`config.mk`:
```
export PLATFORM = sky130hd
export DESIGN_NAME = mw_timer
export DESIGN_NICKNAME = d
export VERILOG_FILES = /design/src/rtl/mw_pkg.sv /design/src/rtl/mw_bcd_dec.sv /design/src/rtl/mw_timer.sv
export SDC_FILE = /design/constraint.sdc
export NUM_CORES = 1
export LEC_CHECK = 0
export BUFFER_PORTS_ARGS = -buffer_cell sky130_fd_sc_hd__buf_2
export CAP_MARGIN = 20
export CORE_MARGIN = 3
export CORE_UTILIZATION = 31
export CTS_CLUSTER_DIAMETER = 40
export DETAILED_ROUTE_END_ITERATION = 6
export PLACE_DENSITY = 0.51
export SLEW_MARGIN = 20
export SYNTH_ARGS = -nofsm -noshare
export SYNTH_HDL_FRONTEND = slang
export SYNTH_SLANG_ARGS = --single-unit
```
`constraint.sdc`:
```
create_clock -name clk -period 3.8 [get_ports clk]
set_clock_uncertainty 0.05 [all_clocks]
set_input_delay 0.19 -clock clk [delete_from_list [all_inputs] [get_ports clk]]
set_output_delay 0.19 -clock clk [all_outputs]
set_load 0.01 [all_outputs]
```
`src/rtl/mw_pkg.sv`:
```
//------------------------------------------------------------------------------
// mw_pkg : shared types and constants for the microwave countdown timer
// Rev 1.0 : initial release
//------------------------------------------------------------------------------
`default_nettype none

package mw_pkg;

  typedef logic [3:0] bcd_t;

  typedef enum logic [1:0] {
    IDLE  = 2'd0,
    RUN   = 2'd1,
    PAUSE = 2'd2,
    DONE  = 2'd3
  } state_t;

  localparam bcd_t c_max_digit    = 4'd9;
  localparam bcd_t c_max_sec_tens = 4'd5;

  function automatic logic is_bcd(input bcd_t d);
    return (d <= c_max_digit);
  endfunction

endpackage

`default_nettype wire

```
`src/rtl/mw_bcd_dec.sv`:
```
//------------------------------------------------------------------------------
// mw_bcd_dec : combinational MM:SS BCD decrement by one second, zero detect
// Rev 1.0 : initial release
//------------------------------------------------------------------------------
`default_nettype none

module mw_bcd_dec
  import mw_pkg::*;
(
  input  bcd_t i_min_tens,
  input  bcd_t i_min_ones,
  input  bcd_t i_sec_tens,
  input  bcd_t i_sec_ones,
  output bcd_t o_min_tens,
  output bcd_t o_min_ones,
  output bcd_t o_sec_tens,
  output bcd_t o_sec_ones,
  output logic o_zero
);

  logic w_borrow_so;
  logic w_borrow_st;
  logic w_borrow_mo;

  assign w_borrow_so = (i_sec_ones == 4'd0);
  assign w_borrow_st = w_borrow_so && (i_sec_tens == 4'd0);
  assign w_borrow_mo = w_borrow_st && (i_min_ones == 4'd0);

  // A borrow out of minutes always reloads sec_tens to 5, whatever was entered.
  assign o_sec_ones = w_borrow_so ? c_max_digit : (i_sec_ones - 4'd1);
  assign o_sec_tens = !w_borrow_so ? i_sec_tens :
                      (w_borrow_st ? c_max_sec_tens : (i_sec_tens - 4'd1));
  assign o_min_ones = !w_borrow_st ? i_min_ones :
                      (w_borrow_mo ? c_max_digit : (i_min_ones - 4'd1));
  assign o_min_tens = w_borrow_mo ? (i_min_tens - 4'd1) : i_min_tens;

  assign o_zero = (o_min_tens == 4'd0) && (o_min_ones == 4'd0) &&
                  (o_sec_tens == 4'd0) && (o_sec_ones == 4'd0);

endmodule

`default_nettype wire

```
`src/rtl/mw_timer.sv`:
```
//------------------------------------------------------------------------------
// mw_timer : MM:SS microwave countdown timer with keypad entry and FSM.
// Optional seconds normalisation on start: MW_TIMER_NORMALIZE_EN. Rev 1.0
//------------------------------------------------------------------------------
`default_nettype none

module mw_timer
  import mw_pkg::*;
#(
  parameter int unsigned TICKS_PER_SEC = 1
) (
  input  logic       clk,
  input  logic       rst,
  input  logic [3:0] D,
  input  logic       loadn,
  input  logic       pgt_1Hz,
  input  logic       startn,
  input  logic       stopn,
  input  logic       clearn,
  input  logic       door_closed,
  output logic [3:0] min_tens,
  output logic [3:0] min_ones,
  output logic [3:0] sec_tens,
  output logic [3:0] sec_ones,
  output logic       zero,
  output logic       magnetron_on,
  output logic [1:0] state
);

  localparam int       c_b_loadn  = 0;
  localparam int       c_b_pgt    = 1;
  localparam int       c_b_startn = 2;
  localparam int       c_b_stopn  = 3;
  localparam int       c_b_clearn = 4;
  localparam int       c_b_door   = 5;
  localparam bcd_t     c_tps      = 4'(TICKS_PER_SEC);

  logic [5:0]      in_d, in_q, prev_q;
  bcd_t            din_d, din_q;
  logic [3:0][3:0] dig_d, dig_q;
  logic [3:0]      tick_cnt_d, tick_cnt_q;
  state_t          state_d, state_q;
  logic            magnetron_on_d, magnetron_on_q;

  logic            w_load_ev, w_tick, w_start_ev, w_stop_ev, w_clear_ev;
  logic            w_door, w_load_ok, w_zero, w_dec_zero;
  logic [3:0][3:0] w_dec, w_shift;
  logic [3:0]      w_cnt_inc;

  always_comb begin
    in_d  = {door_closed, clearn, stopn, startn, pgt_1Hz, loadn};
    din_d = D;
  end

  assign w_load_ev  = prev_q[c_b_loadn]  & ~in_q[c_b_loadn];
  assign w_tick     = ~prev_q[c_b_pgt]   &  in_q[c_b_pgt];
  assign w_start_ev = prev_q[c_b_startn] & ~in_q[c_b_startn];
  assign w_stop_ev  = prev_q[c_b_stopn]  & ~in_q[c_b_stopn];
  assign w_clear_ev = prev_q[c_b_clearn] & ~in_q[c_b_clearn];
  assign w_door     = in_q[c_b_door];

  assign w_load_ok = w_load_ev && is_bcd(din_q);
  assign w_zero    = (dig_q == '0);
  assign w_shift   = {dig_q[2:0], din_q};
  assign w_cnt_inc = tick_cnt_q + 4'd1;

  mw_bcd_dec u_dec (
    .i_min_tens (dig_q[3]),
    .i_min_ones (dig_q[2]),
    .i_sec_tens (dig_q[1]),
    .i_sec_ones (dig_q[0]),
    .o_min_tens (w_dec[3]),
    .o_min_ones (w_dec[2]),
    .o_sec_tens (w_dec[1]),
    .o_sec_ones (w_dec[0]),
    .o_zero     (w_dec_zero)
  );

  always_comb begin
    state_d    = state_q;
    dig_d      = dig_q;
    tick_cnt_d = tick_cnt_q;

    if (w_clear_ev) begin
      dig_d   = '0;
      state_d = IDLE;
    end else begin
      case (state_q)
        IDLE: begin
          // A concurrent stop outranks start; stop itself has no effect here.
          if (!w_stop_ev && w_start_ev && !w_zero && w_door) begin
            state_d    = RUN;
            tick_cnt_d = '0;
`ifdef MW_TIMER_NORMALIZE_EN
            if (dig_q[1] > c_max_sec_tens) begin
              if (dig_q[3] == c_max_digit && dig_q[2] == c_max_digit) begin
                dig_d = {c_max_digit, c_max_digit, c_max_sec_tens, c_max_digit};
              end else begin
                dig_d[1] = dig_q[1] - 4'd6;
                if (dig_q[2] == c_max_digit) begin
                  dig_d[3] = dig_q[3] + 4'd1;
                  dig_d[2] = 4'd0;
                end else begin
                  dig_d[2] = dig_q[2] + 4'd1;
                end
              end
            end
`endif
          end else if (!w_stop_ev && !w_start_ev && w_load_ok) begin
            dig_d = w_shift;
          end
        end
        RUN: begin
          if (w_stop_ev || !w_door) begin
            state_d = PAUSE;
          end else if (!w_start_ev && !w_load_ev && w_tick) begin
            if (w_cnt_inc >= c_tps) begin
              tick_cnt_d = '0;
              dig_d      = w_dec;
              if (w_dec_zero) state_d = DONE;
            end else begin
              tick_cnt_d = w_cnt_inc;
            end
          end
        end
        PAUSE: begin
          if (w_stop_ev) begin
            dig_d   = '0;
            state_d = IDLE;
          end else if (w_start_ev && w_door) begin
            state_d = RUN;
          end else if (!w_start_ev && w_load_ok) begin
            dig_d   = w_shift;
            state_d = IDLE;
          end
        end
        DONE: begin
          if (w_start_ev) begin
            state_d = IDLE;
          end else if (w_load_ev) begin
            state_d = IDLE;
            if (w_load_ok) dig_d = w_shift;
          end
        end
        default: state_d = IDLE;
      endcase
    end

    magnetron_on_d = (state_d == RUN);
  end

  always_ff @(posedge clk) begin
    if (rst) begin
      in_q           <= '0;
      prev_q         <= '0;
      din_q          <= '0;
      dig_q          <= '0;
      tick_cnt_q     <= '0;
      state_q        <= IDLE;
      magnetron_on_q <= 1'b0;
    end else begin
      in_q           <= in_d;
      prev_q         <= in_q;
      din_q          <= din_d;
      dig_q          <= dig_d;
      tick_cnt_q     <= tick_cnt_d;
      state_q        <= state_d;
      magnetron_on_q <= magnetron_on_d;
    end
  end

  assign min_tens     = dig_q[3];
  assign min_ones     = dig_q[2];
  assign sec_tens     = dig_q[1];
  assign sec_ones     = dig_q[0];
  assign zero         = w_zero;
  assign magnetron_on = magnetron_on_q;
  assign state        = state_q;

endmodule

`default_nettype wire
```
# Word level (Yosys, flattened, before mapping)
# Index checks and enable logic that the tools add are counted.
# word_totals
ff_bits	38
in_bits	12
# classes
n_addsub	5
order_cmp	2
n_eq_ne	15
muxes	35
n_bitwise	11
n_reduce_logical	34
# ops
op	count
$mux W16	11
$pmux W16 S4	1
$mux W4	10
$logic_not A4 Y1	7
$mux W2	11
$ne A2 B2 Y1 const B	9
$logic_not A16 Y1	1
$sub A4 B1 Y4 const B	4
$logic_and A1 B1 Y1	15
$reduce_and A10 Y1	1
$pmux W2 S4	1
$pmux W4 S2	1
$ne A3 B3 Y1 const B	2
$not A1 Y1	6
$and A1 B1 Y1	5
$logic_not A1 Y1	5
$reduce_and A5 Y1	1
$add A4 B1 Y4 const B	1
$eq A2 B1 Y1 const B	2
$eq A2 B2 Y1 const B	2
$ge A4 B1 Y1 const B	1
$le A4 B4 Y1 const B	1
$logic_not A2 Y1	1
$reduce_bool A2 Y1	1
2 further kinds	2

# Longest topological paths before layout
# depth
ltp_word	16
mapped_depth	8
mapped_depth_nobuf	8

# By module
# A second synthesis with hierarchy kept.
# hier_totals
hier_cells	249
area_unflattened_um2	2234.6
# modules_own_cells
mod	n_inst	cells_each	area_each_um2	seq_area_each_um2
mw_timer	1	181	1779.2	760.7
mw_bcd_dec	1	68	455.4	0.0

# Worst setup path before layout
# OpenSTA, ideal clock, no wires.
# synth_timing
kind	register to register
startpoint	reg dig_q (netlist bit sec_tens[0])
endpoint	reg tick_cnt_q[0]
setup_ns	0.128
t_arrival_ns	2.402
slack_ns	1.221
path_stages_with_launch	9
n_path_buf	0
cell_sequence	dfxtp_1 -> inv_1 -> ha_1 -> or4b_4 -> nor4_1 -> o21ai_1 -> o2111ai_1 -> mux2i_1 -> nor2_1
# synth_via
elab_chain_len	6
# synth_rtl
element	line	source
start: declaration	mw_timer.sv:40	logic [3:0][3:0] dig_d, dig_q;
start signal: assignment	mw_timer.sv:165	dig_q <= dig_d;
$logic_not A16 Y1	mw_timer.sv:63	assign w_zero = (dig_q == '0);
net zero	mw_timer.sv:25	output logic zero,
$logic_not A1 Y1	mw_timer.sv:91	if (!w_stop_ev && w_start_ev && !w_zero && w_door) begin
$logic_and A1 B1 Y1 (2 in series)	mw_timer.sv:91	
$ne A2 B2 Y1 (no source line)	--	
$reduce_and A5 Y1 (no source line)	--	
end signal: assignment	mw_timer.sv:166	tick_cnt_q <= tick_cnt_d;
end: declaration	mw_timer.sv:41	logic [3:0] tick_cnt_d, tick_cnt_q;
# The timed path passes the listed nets, and every way through them passes these cells.
# A chain may end at the register's enable or synchronous reset.

# Worst setup path in the final report
# layout_timing
startpoint	reg dig_q (netlist bit sec_tens[0])
endpoint	reg tick_cnt_q[3]
# layout_via
elab_chain_len	6
# layout_rtl
element	line
$logic_not A16 Y1	mw_timer.sv:63
$logic_not A1 Y1	mw_timer.sv:91
$logic_and A1 B1 Y1 (2 in series)	mw_timer.sv:91
$ne A2 B2 Y1 (no source line)	--
$reduce_and A5 Y1 (no source line)	--
# Every way passes these cells.

==> metrics.cfg <==
[setup_path]
r2r_start=sec_tens[0]
r2r_cells=8
critPathKind=flip-flop to flip-flop
start_kind=flip-flop
r2r_end=tick_cnt_q[3]
end_kind=flip-flop
cp_max_fo=6
crit_required_ns=3.98
worst_ep_arrival_time_ns=2.93
r2r_setup_slack_ns=1.05

[cts]
h-tree-depth=2
postCtsSetupBuffers=0
insertion_delay_ns=0.29
clock_sinks=38
postCtsHoldBufs=0
clockBufferDepth=2
cts.clk_slew.worst_paths_ns=0.09
cts_made_buffers=5
cts_tree=yes
clockRootBuffer=clkbuf_8
ctsResizeCount=0

[drt]
routedWlPerCell_um=14.7
wirelength_um=5350
antenna_left=0
drt-vias-per-instance=5.40
drt_first_pass_iters=4
drt_iter0_markers=132
vias=1970
drc=0

[timing]
hold_viol=0
fin_crit_sh=0.724
worst_pin_slew_ns=0.679
fin_tns_setup_ns=0
rsz0062_at_grt=no
post-route-min-period_ns=2.75
setup_viol=0
slew_headroom=0.543
max_freq_ghz=0.364
timing.final.ws_setup_ns=1.05
maxSlewViolCount=0

[synthesis]
synth_common_cells=dfxtp_1 (38), nor2_1 (22), a21oi_1 (20)
synthCells=263
async_flop_share=0
synth_area_leaders=dfxtp_1 (35%), ha_1 (7.0%), a21oi_1 (4.6%), nor2b_1 (4.6%), a211oi_1 (4.2%)
yosys_warnings=0
ys_types=52
yosys.area.top_type_share=0.352
synth_edf_count=0
synth.most_common_cell=dfxtp_1
avgSynthCellArea_um2=8.21
syn_nets=287
yosysSeqAreaShare=0.352
synthFlopType=dfxtp_1
synth_area_um2=2160
ys_ff_latch=38
yosysTopAreaCell=dfxtp_1

[outcome]
status=finished clean

[worst_hold_path]
holdCritStartpoint=stopn
hold_path_end=in_q[3]
holdPathStages=2
hold_class=input pin to flip-flop

[placed_design]
hpwlAfterDp_um=3830
placed_area_um2=2350
io_buffers=31
gp_congestion=0.870
pre_cts_ws_ns=1.10

[final_layout]
drive_gt1_frac=0.163
diodes=0
stdcell_area_um2=2460
nets=311
flow.area_growth_from_synthesis_pct=14.0
utilization=0.377

[pwr]
p_leak_nw=0.986
power_density_nw_per_um2=503
peakVddDrop_v=0.000217

[grt]
grt_pass1_wl_um=9230
track_usage=0.146
antenna_found_initial=0
grt_max_degree=20
grt_overflow=0
grt_pass1_vias=1895

[floorplanning]
start_util=0.330
core_um2=6530
rows=29
io_pins=32
dieArea_um2=8000
die_y_um=89.4
die_w_um=89.4

[flow_run]
max_cap_viol_count=0

## power breakdown
| part | total [mW] | switching [mW] | internal [mW] |
|---|---|---|---|
| logic | 0.412 | 0.240 | 0.172 |
| clock network | 0.346 | 0.151 | 0.195 |
| registers | 0.479 | 0.0497 | 0.429 |
## worst max-delay path: stages (launching register included)
cell and delay [ns]:
dfxtp_1 0.36, inv_1 0.15, ha_1 0.25, or4b_4 0.52, nor4_1 0.60, o21ai_1 0.19, o2111ai_1 0.22, nor2b_1 0.21
and2_1 0.14
## metrics by stage
step                hold WS (ns)  total power, mW  std cells
floorplan                  0.212            0.795        263
detailed placement         0.354            0.899        357
CTS                       0.0514             1.25        365
global route              0.0677             1.33        365
finish                    0.0607             1.24        365
global placement           0.348            0.900        357
## area by class of cell
type                            instances  area (um2)
Multi-Input combinational cell        196        1270
Fill cell                             690        4070
Clock buffer                            5        68.8
Timing Repair Buffer                   32         163
Tap cell                               77        96.3
Clock inverter                          3        45.0
Inverter                               14        52.6
Sequential cell                        38         761
## how the worst max path moves through the flow
stage | from | endpoint | slack [ns] | depth (start not counted)
2_1_floorplan | sec_tens[0] | tick_cnt_q[0] | 1.22 | 8
3_3_place_gp | sec_tens[0] | tick_cnt_q[3] | 1.13 | 8
3_5_place_dp | sec_tens[0] | magnetron_on | 1.10 | 8
4_1_cts | sec_tens[0] | magnetron_on | 1.05 | 8
5_1_grt | sec_tens[0] | tick_cnt_q[2] | 0.83 | 8
6_report | sec_tens[0] | tick_cnt_q[3] | 1.05 | 8
## cell families after synthesis
family,after synthesis,synth area share
AOI/OAI and AO/OA,77,0.232
xor gates and xnor gates,4,0.0162
adders and majority gates,12,0.0696
buffers and inverters,29,0.0585
DFF,38,0.352
muxes,2,0.00928
and+or+nand+nor,101,0.261
## metal layers
metal | GRT usage | share of wire
met5 | 0 | 0
met4 | 0.0392 | 0.0067
met3 | 0.0359 | 0.047
met2 | 0.224 | 0.47
met1 | 0.203 | 0.48
## layout by cell type (no fill, tap or decap), types with 3 or more instances in the layout
master / count
or3_1: 4
nand3_1: 6
a21oi_1: 19
nand2_1: 16
nand2b_1: 6
nor4_1: 3
nor2b_1: 16
a31oi_1: 3
dfxtp_1: 38
ha_1: 12
a22oi_1: 5
clkbuf_8: 5
or4_1: 4
nor3_1: 5
buf_2: 31
and2_1: 5
nor2_1: 22
a211oi_1: 12
o21ai_0: 16
inv_1: 14
## sequential cells by signal, indices dropped and copies added (netlist names)
signal	count
tick_cnt_q	4
in_q	6
sec_ones	4
magnetron_on	1
min_tens	4
prev_q	5
min_ones	4
state	2
sec_tens	4
din_q	4
Note: power is estimated with default switching activity, not from simulation.
